### config.mk
export PLATFORM = sky130hd
export DESIGN_NAME = ifu_fetch_flat
export DESIGN_NICKNAME = d
export VERILOG_FILES = /design/src/rtl/ifu_fetch_if.sv /design/src/rtl/ifu_fetch.sv /design/src/flat_wrapper.sv
export SDC_FILE = /design/constraint.sdc
export NUM_CORES = 1
export LEC_CHECK = 0
export BUFFER_PORTS_ARGS = -buffer_cell sky130_fd_sc_hd__buf_2
export CORE_MARGIN = 5
export CORE_UTILIZATION = 47
export CTS_CLUSTER_DIAMETER = 120
export DETAILED_ROUTE_END_ITERATION = 8
export PLACE_DENSITY_LB_ADDON = 0.25
export SYNTH_ARGS = -nofsm -noshare
export SYNTH_HDL_FRONTEND = slang
export SYNTH_SLANG_ARGS = --single-unit
### constraint.sdc
create_clock -name clk -period 1.63 [get_ports clk]
set_input_delay 0.2445 -clock clk [delete_from_list [all_inputs] [get_ports clk]]
set_output_delay 0.2445 -clock clk [all_outputs]
set_load 0.01 [all_outputs]
### src/rtl/ifu_fetch_if.sv
`default_nettype none
// =============================================================================
// Module   : ifu_fetch_if
// Brief    : Fetch-stage bundle: PC/stall, instruction bus and IF/ID signals.
//            Optional feature macro: IFU_MISALIGN_CHECK_EN
// Revision : 1.0 - initial release
// =============================================================================
interface ifu_fetch_if #(
   parameter int XLEN = 64
);
   logic [XLEN-1:0] pc_i;
   logic            flush_valid_i;
   logic            stall_req_o;
   logic            mem_req_valid_o;
   logic            mem_req_ready_i;
   logic [XLEN-1:0] mem_addr_o;
   logic            mem_rsp_valid_i;
   logic [XLEN-1:0] mem_rsp_data_i;
   logic            inst_valid_o;
   logic [31:0]     inst_o;
   logic [XLEN-1:0] inst_pc_o;
   logic            id_ready_i;
`ifdef IFU_MISALIGN_CHECK_EN
   logic            inst_misalign_o;
`endif

   // Directions are named from the fetch stage's point of view
   modport master (
      input  pc_i, flush_valid_i, mem_req_ready_i, mem_rsp_valid_i,
             mem_rsp_data_i, id_ready_i,
      output stall_req_o, mem_req_valid_o, mem_addr_o, inst_valid_o,
             inst_o, inst_pc_o
`ifdef IFU_MISALIGN_CHECK_EN
      , output inst_misalign_o
`endif
   );

   modport slave (
      output pc_i, flush_valid_i, mem_req_ready_i, mem_rsp_valid_i,
             mem_rsp_data_i, id_ready_i,
      input  stall_req_o, mem_req_valid_o, mem_addr_o, inst_valid_o,
             inst_o, inst_pc_o
`ifdef IFU_MISALIGN_CHECK_EN
      , input inst_misalign_o
`endif
   );
endinterface
`default_nettype wire

### src/rtl/ifu_fetch.sv
`default_nettype none
// =============================================================================
// Module   : ifu_fetch
// Brief    : Instruction fetch: doubleword bus read for the PC, word select,
//            hand-off to ID, stall back-pressure and redirect flush handling.
//            Optional feature macro: IFU_MISALIGN_CHECK_EN
// Revision : 1.0 - initial release
// =============================================================================
module ifu_fetch #(
   parameter int          XLEN     = 64,
   parameter logic [31:0] NOP_INST = 32'h0000_0013
) (
   input  logic        clk,
   input  logic        rst,
   ifu_fetch_if.master bus
);

   typedef enum logic [1:0] {
      ST_REQ   = 2'd0,
      ST_WAIT  = 2'd1,
      ST_DROP  = 2'd2,
      ST_VALID = 2'd3
   } state_t;

   state_t          r_state;
   state_t          w_next_state;
   logic            w_req_valid;
   logic            w_misalign;
   logic [31:0]     w_sel_word;
   logic [XLEN-1:0] r_fetch_pc;
   logic [31:0]     r_inst;
   logic [XLEN-1:0] r_inst_pc;
   logic            r_inst_valid;

`ifdef IFU_MISALIGN_CHECK_EN
   logic            r_misalign;
   assign w_misalign          = (bus.pc_i[1:0] != 2'b00);
   assign bus.inst_misalign_o = r_misalign;
`else
   logic            w_unused_nop;
   assign w_misalign   = 1'b0;
   assign w_unused_nop = ^NOP_INST;
`endif

   assign w_sel_word = r_fetch_pc[2] ? bus.mem_rsp_data_i[63:32]
                                     : bus.mem_rsp_data_i[31:0];

   always_comb begin
      w_next_state = r_state;
      w_req_valid  = 1'b0;
      case (r_state)
         ST_REQ: begin
            w_req_valid = ~w_misalign;
            if (w_misalign) begin
               if (!bus.flush_valid_i) w_next_state = ST_VALID;
            end else if (bus.mem_req_ready_i) begin
               // An accepted request is still in flight, so a flush must drain it
               w_next_state = bus.flush_valid_i ? ST_DROP : ST_WAIT;
            end
         end
         ST_WAIT: begin
            if (bus.mem_rsp_valid_i)    w_next_state = bus.flush_valid_i ? ST_REQ : ST_VALID;
            else if (bus.flush_valid_i) w_next_state = ST_DROP;
         end
         ST_DROP: begin
            if (bus.mem_rsp_valid_i) w_next_state = ST_REQ;
         end
         ST_VALID: begin
            if (bus.id_ready_i || bus.flush_valid_i) w_next_state = ST_REQ;
         end
         default: w_next_state = ST_REQ;
      endcase
   end

   always_ff @(posedge clk) begin
      if (rst) begin
         r_state      <= ST_REQ;
         r_fetch_pc   <= '0;
         r_inst       <= '0;
         r_inst_pc    <= '0;
         r_inst_valid <= 1'b0;
`ifdef IFU_MISALIGN_CHECK_EN
         r_misalign   <= 1'b0;
`endif
      end else begin
         r_state <= w_next_state;
         if (r_state == ST_REQ && w_req_valid && bus.mem_req_ready_i) begin
            r_fetch_pc <= bus.pc_i;
         end
         if (r_state == ST_WAIT && bus.mem_rsp_valid_i && !bus.flush_valid_i) begin
            r_inst       <= w_sel_word;
            r_inst_pc    <= r_fetch_pc;
            r_inst_valid <= 1'b1;
         end
         if (r_state == ST_VALID && (bus.id_ready_i || bus.flush_valid_i)) begin
            r_inst_valid <= 1'b0;
`ifdef IFU_MISALIGN_CHECK_EN
            r_misalign   <= 1'b0;
`endif
         end
`ifdef IFU_MISALIGN_CHECK_EN
         // Misaligned PC never reaches the bus; ID receives a tagged NOP instead
         if (r_state == ST_REQ && w_misalign && !bus.flush_valid_i) begin
            r_inst       <= NOP_INST;
            r_inst_pc    <= bus.pc_i;
            r_inst_valid <= 1'b1;
            r_misalign   <= 1'b1;
         end
`endif
      end
   end

   assign bus.stall_req_o     = ~((r_inst_valid & bus.id_ready_i) | bus.flush_valid_i);
   assign bus.mem_req_valid_o = w_req_valid;
   assign bus.mem_addr_o      = {bus.pc_i[XLEN-1:3], 3'b000};
   assign bus.inst_valid_o    = r_inst_valid;
   assign bus.inst_o          = r_inst;
   assign bus.inst_pc_o       = r_inst_pc;

endmodule
`default_nettype wire
### src/flat_wrapper.sv
// flat-port wrapper written by rule: the top's interface ports become plain ports
module ifu_fetch_flat 
#(
   parameter int          XLEN     = 64,
   parameter logic [31:0] NOP_INST = 32'h0000_0013
)
  (clk, rst, bus_pc_i, bus_flush_valid_i, bus_mem_req_ready_i, bus_mem_rsp_valid_i, bus_mem_rsp_data_i, bus_id_ready_i, bus_stall_req_o, bus_mem_req_valid_o, bus_mem_addr_o, bus_inst_valid_o, bus_inst_o, bus_inst_pc_o);
  ifu_fetch_if #(.XLEN(XLEN)) bus_i ();
  input  logic clk;
  input  logic rst;
  input wire logic [$bits(bus_i.pc_i)-1:0] bus_pc_i;
  input wire logic [$bits(bus_i.flush_valid_i)-1:0] bus_flush_valid_i;
  input wire logic [$bits(bus_i.mem_req_ready_i)-1:0] bus_mem_req_ready_i;
  input wire logic [$bits(bus_i.mem_rsp_valid_i)-1:0] bus_mem_rsp_valid_i;
  input wire logic [$bits(bus_i.mem_rsp_data_i)-1:0] bus_mem_rsp_data_i;
  input wire logic [$bits(bus_i.id_ready_i)-1:0] bus_id_ready_i;
  output wire logic [$bits(bus_i.stall_req_o)-1:0] bus_stall_req_o;
  output wire logic [$bits(bus_i.mem_req_valid_o)-1:0] bus_mem_req_valid_o;
  output wire logic [$bits(bus_i.mem_addr_o)-1:0] bus_mem_addr_o;
  output wire logic [$bits(bus_i.inst_valid_o)-1:0] bus_inst_valid_o;
  output wire logic [$bits(bus_i.inst_o)-1:0] bus_inst_o;
  output wire logic [$bits(bus_i.inst_pc_o)-1:0] bus_inst_pc_o;
  assign bus_i.pc_i = bus_pc_i;
  assign bus_i.flush_valid_i = bus_flush_valid_i;
  assign bus_i.mem_req_ready_i = bus_mem_req_ready_i;
  assign bus_i.mem_rsp_valid_i = bus_mem_rsp_valid_i;
  assign bus_i.mem_rsp_data_i = bus_mem_rsp_data_i;
  assign bus_i.id_ready_i = bus_id_ready_i;
  assign bus_stall_req_o = bus_i.stall_req_o;
  assign bus_mem_req_valid_o = bus_i.mem_req_valid_o;
  assign bus_mem_addr_o = bus_i.mem_addr_o;
  assign bus_inst_valid_o = bus_i.inst_valid_o;
  assign bus_inst_o = bus_i.inst_o;
  assign bus_inst_pc_o = bus_i.inst_pc_o;
  ifu_fetch #(.XLEN(XLEN), .NOP_INST(NOP_INST)) u_core (.clk(clk), .rst(rst), .bus(bus_i));
endmodule
==> metrics, run 1 <==
status completed; Peak VDD IR 590 uV; Core Area 13,800 um2; storage element area 3260 um2; Mean Syn Cell Area 8.41 um2; # clock sinks 163; setup total negative slack 0 ns; Tmin final 1.47 ns; initial antenna violation count 0; CP arrival 1.23 ns; count of cell types in the netlist 24; sequential cell fraction of total power 0.451; CP max stage cell dfxtp_1; Top FF cell, synth dfxtp_1; Post-route DRC 0; Max-Cap Viols 0; crit path launch u_core.r_state[0]; die area 16,500 um2; WP data required 1.39 ns; sequential element share of the synthesized area 0.493; largest area contributor in the netlist dfxtp_1; Port Buffers 293; Synth warnings 0; H-tree depth 4; routed wire length 16,600 um; placed standard-cell area 7740 um2; pre-CTS WS 0.157 ns; Pre-Repair DR Iteration Count 4; vias per cell 4.83; footprint of the multi-input gates 2510 um2; CTS tree done; Max clock buf depth 2; via count 5,754; Lkg Pwr 3.65 nW; top post-synthesis cells by area dfxtp_1 49%, nand2_1 15%, a21oi_1 9.8%, buf_4 8.7%, mux2i_1 4.8%; Final GP Congestion 0.793; Post-synth top cells 257 x nand2_1, 163 x dfxtp_1, 130 x a21oi_1; Final Cycle Share 0.902; final-layout fill cell count 1,292; number of CTS-inserted buffers 17; Pwr per Cell Area 1110 nW/um2; Synth Register Bits 163; hold-fix buffers at CTS 0; Final WS setup 0.160 ns; Async SR Flop Fraction 0; Hold Path Class primary input to flip-flop; hpwl dp 12,100 um; Tot Pwr 9.30 mW; Post-Synthesis Cell Area 6620 um2; top-count cell post-synth nand2_1; placed insts 1,160; Final Util 0.605; RSZ-0062 raised after global routing no; Net Sw Frac 0.234; PostCTS Resize Cnt 0; crit end category output pin; GRT Overall Usage 0.197; Crit Path Category flip-flop to output pin; nets 1,133; vias in the first global route 5,471; Setup crit start kind flip-flop; initial DRC count 239; share of cells above drive strength 1 0.361; final instance area 8370 um2; die width 129 um; slowest stage delay, CP 0.45 ns; # IOs 297; wire length per cell 13.9 um; Worst Path Max Fanout 5; endpoints failing setup 0; die outline height 129 um; hold wc startpoint bus_pc_i[2]; hold slack 0.0593 ns; combinational share of power 0.101; Initial Util 0.479; final cell count without fillers 1,192; Final ANT Viol Nets 0; skew final 0.00614 ns; Gate Count Post-Synth 787; Rows 43; total gr overflow 0; pin count of the biggest net entering global routing 58; Worst-path clk slew 0.06 ns; clock root buffer clkbuf_16; Switch Pwr 2.18 mW; clock power share 0.448; Post-synth EDFFs 0; Area growth, synth to finish 26.4%; Internal 7.12 mW; Worst-Skew Late Latency 0.41 ns; n_diodes 0; fmax 0.680 GHz; final number of max-transition violations 0; Worst R2R Start u_core.r_state[0]; post-CTS setup buffers 0; Hold Violations, Final 0; crit-path cells buf_4 > nor2_1 > buf_2; top cell type's share of synthesized area 0.493; global-route wire length before repair 26,000 um
[cells by family after synthesis]
group,Yosys count,share of synthesized area
and+or+nand+nor,299,0.175
AOI/OAI and AO/OA,166,0.150
DFF,163,0.493
buffers and inverters,125,0.131
muxes,32,0.0484
xor gates and xnor gates,1,0.00132
other,1,0.000567
[power groups by stage]
stage / Clock [mW] / Combinational, mW / Sequential [mW]
floorplan: 0 / 0.656 / 4.28
global placement: 0 / 0.945 / 4.28
detailed placement: 0 / 0.958 / 4.28
CTS: 4.27 / 0.960 / 4.19
global route: 4.43 / 1.05 / 4.21
finish: 4.17 / 0.942 / 4.19
[final timing paths]
check                                                end  slack (ns)  depth (start not counted)
worst min-delay path                u_core.r_fetch_pc[2]        0.06                          3
worst min register to register  u_core.bus.inst_pc_o[38]        0.45                          2
worst max register to register     u_core.bus.inst_o[20]        0.19                          4
worst max-delay path                 bus_mem_req_valid_o        0.16                          3
[critical path, delay by kind of cell, from the launching register on]
| family | cells | cell delay, ns |
|---|---|---|
| AND/OR/NAND/NOR | 1 | 0.04 |
| buffers and inverters | 2 | 0.33 |
| flip-flops | 1 | 0.45 |
[sequential cells by signal (all words and copies together) (netlist names)]
name                     count
u_core.bus.inst_pc_o        64
u_core.r_fetch_pc           64
u_core.bus.inst_o           32
u_core.r_state               2
u_core.bus.inst_valid_o      1
[metal layers]
metal,track usage,up-vias,share of wire,routed length [um]
li1,-,2940,-,-
met1,0.231,2597,0.40,6670
met2,0.342,196,0.50,8310
met3,0.0548,21,0.080,1340
met4,0.0729,0,0.018,304
met5,0,-,0,0
[cell usage in the layout (no fill, tap or decap), drive strengths merged, types with 2 or more instances in the layout]
cell type and instances:
clkinvlp 2, a21oi 130, nor3 2, mux2i 32, a211oi 32, conb 3, clkbuf 22, buf 314
dfxtp 163, bufinv 3, nor2 35, clkinv 2, inv 5, nand2 257
[cell type report]
| cell class | count | share of cell area |
|---|---|---|
| repair buffers | 314 | 0.206 |
| multi-input cells | 501 | 0.300 |
| flip-flops and latches | 163 | 0.390 |
| clock buffers | 22 | 0.0579 |
| inverters | 2 | 0.000897 |
| clock inverters | 10 | 0.0173 |
| well taps | 180 | 0.0269 |
Note: power is estimated with default switching activity, not from simulation.
==> run 2: changes to the inputs <==
--- a/config.mk
+++ b/config.mk
@@ -5,7 +5,7 @@
 export SDC_FILE = /design/constraint.sdc
 export NUM_CORES = 1
 export LEC_CHECK = 0
-export BUFFER_PORTS_ARGS = -buffer_cell sky130_fd_sc_hd__buf_2
+export BUFFER_PORTS_ARGS = -buffer_cell sky130_fd_sc_hd__buf_4
 export CORE_MARGIN = 5
 export CORE_UTILIZATION = 47
 export CTS_CLUSTER_DIAMETER = 120
==> run 2 against run 1 <==
Effect of this change:
- routed wire length increased by 5.8%
- register-to-register slack worse by 0.03 ns
- non-clock buffer count fell by 4
- first-iteration DRC count increased by 32%
- clock power fell by 11%
- via count shrank 0.23%
- die area is the same
- critical path depth grew 1
- flip-flop and latch count did not move
- combinational power is 15% higher
- hold slack worse by 0.0094 ns
==> metrics, run 2 (same netlist as run 1, synthesis figures left out) <==
Final ANT Viol Nets 0; # clock sinks 163; CP max stage cell dfxtp_1; footprint of the multi-input gates 2510 um2; final-layout fill cell count 1,252; Lkg Pwr 3.74 nW; share of cells above drive strength 1 0.356; status completed; Pwr per Cell Area 1000 nW/um2; Peak VDD IR 594 uV; global-route wire length before repair 27,200 um; vias in the first global route 5,390; Net Sw Frac 0.236; H-tree depth 4; wire length per cell 14.8 um; final number of max-transition violations 0; Internal 6.89 mW; Initial Util 0.479; RSZ-0062 raised after global routing no; n_diodes 0; Worst R2R Start u_core.r_state[1]; Worst Path Max Fanout 43; total gr overflow 0; most frequent cells in the layout 302 x buf_4, 257 x nand2_1, 161 x dfxtp_1; CP arrival 1.81 ns; Tmin final 1.47 ns; Rows 43; pin count of the biggest net entering global routing 51; storage element area 3270 um2; vias per cell 4.84; skew final 0.0161 ns; setup total negative slack 0 ns; initial DRC count 316; Setup crit start kind flip-flop; Reg-to-Reg End u_core.bus.inst_pc_o[61]; hold endpoint u_core.r_state[0]; Worst-path clk slew 0.06 ns; crit end category flip-flop; Tot Pwr 9.01 mW; nets 1,129; endpoints failing setup 0; Max clock buf depth 2; Area growth, synth to finish 35.9%; die width 129 um; Final GP Congestion 0.781; die outline height 129 um; Hold Path Class primary input to flip-flop; most common cell after layout, fill and taps aside buf_4; Final Cycle Share 0.900; clock power share 0.414; Hold Path Depth 2; Switch Pwr 2.13 mW; hold wc startpoint bus_flush_valid_i; WP data required 1.97 ns; Pre-Repair DR Iteration Count 5; initial antenna violation count 0; number of CTS-inserted buffers 17; CTS tree done; Hold Violations, Final 0; Final WS setup 0.163 ns; clock root buffer clkbuf_16; hpwl dp 12,800 um; Core Area 13,800 um2; GRT Overall Usage 0.205; crit path launch u_core.r_state[1]; pre-CTS WS 0.176 ns; Crit Path Category flip-flop to flip-flop; slowest stage delay, CP 0.47 ns; fmax 0.681 GHz; die area 16,500 um2; Max-Cap Viols 0; Worst-Skew Late Latency 0.42 ns; Post-route DRC 0; # IOs 297; combinational share of power 0.120; internal reg-to-reg setup slack 0.16 ns; crit-path cells nand4bb_4 > buf_4 > nand2_1 > a21oi_1; cell count of the worst reg-to-reg path 4; sequential cell fraction of total power 0.466; via count 5,741; routed wire length 17,600 um; Port Buffers 293
run 2: changes by cell type in the layout (fill, tap and decap cells not counted), moves of 2 or more:
cell,previous run,this run
buf_2,292,0
buf_4,14,302
clkbuf_1,1,4
bufinv_16,3,1
inv_6,3,1
run 2: critical path, delay by kind of cell, from the launching register on:
kind / cells / cell delay [ns]
simple gates: 2 / 0.31
compound gates: 1 / 0.16
flops: 1 / 0.47
buf+inv: 1 / 0.42
run 2: stage by stage:
| stage | std cells | utilization | area, um2 | hold WS [ns] |
|---|---|---|---|---|
| after floorplan | 789 | - | 6620 | 0.324 |
| after global placement | 1156 | 0.610 | 8440 | 0.437 |
| after detailed placement | 1156 | 0.610 | 8440 | 0.443 |
| after CTS | 1187 | 0.650 | 8990 | 0.0491 |
| after global routing | 1187 | 0.651 | 8990 | 0.0500 |
| final | 1187 | 0.651 | 8990 | 0.0500 |
run 2: worst max path at each step:
| stage | to | depth (start not counted) |
|---|---|---|
| CTS | bus_mem_req_valid_o | 3 |
| finish | u_core.bus.inst_pc_o[61] | 4 |
| detailed placement | u_core.bus.inst_pc_o[58] | 4 |
| global placement | u_core.bus.inst_pc_o[58] | 4 |
| floorplan | u_core.r_fetch_pc[10] | 6 |
| global route | u_core.bus.inst_pc_o[31] | 4 |
run 2: repair_timing:
item / CTS / global route
setup endpoints to repair: 0 / 1
hold buffers: 0 / 0
setup buffers: 0 / 0
gates resized for setup: 0 / 1
run 2: power groups by stage:
stage / Clock [mW] / Sequential (mW) / Combinational [mW]
finish: 3.73 / 4.20 / 1.08
global route: 4.02 / 4.21 / 1.19
CTS: 3.81 / 4.20 / 1.10
detailed placement: 0 / 4.29 / 1.10
global placement: 0 / 4.28 / 1.08
floorplan: 0 / 4.28 / 0.656
run 2: layer usage:
metal,wire length (um),vias up,part of all wire,GRT usage
met5,0,-,0,0
met4,333,0,0.019,0.0747
met3,1340,23,0.076,0.0602
met2,8900,198,0.51,0.352
met1,7000,2591,0.40,0.245
li1,-,2929,-,-
run 2: area by class of cell:
class	instances	area share
clock inverter	7	0.00835
clock buffer	24	0.0536
sequential	163	0.363
tap	180	0.0250
timing repair buffer	310	0.270
inverter	2	0.000835
multi-input combinational	501	0.279
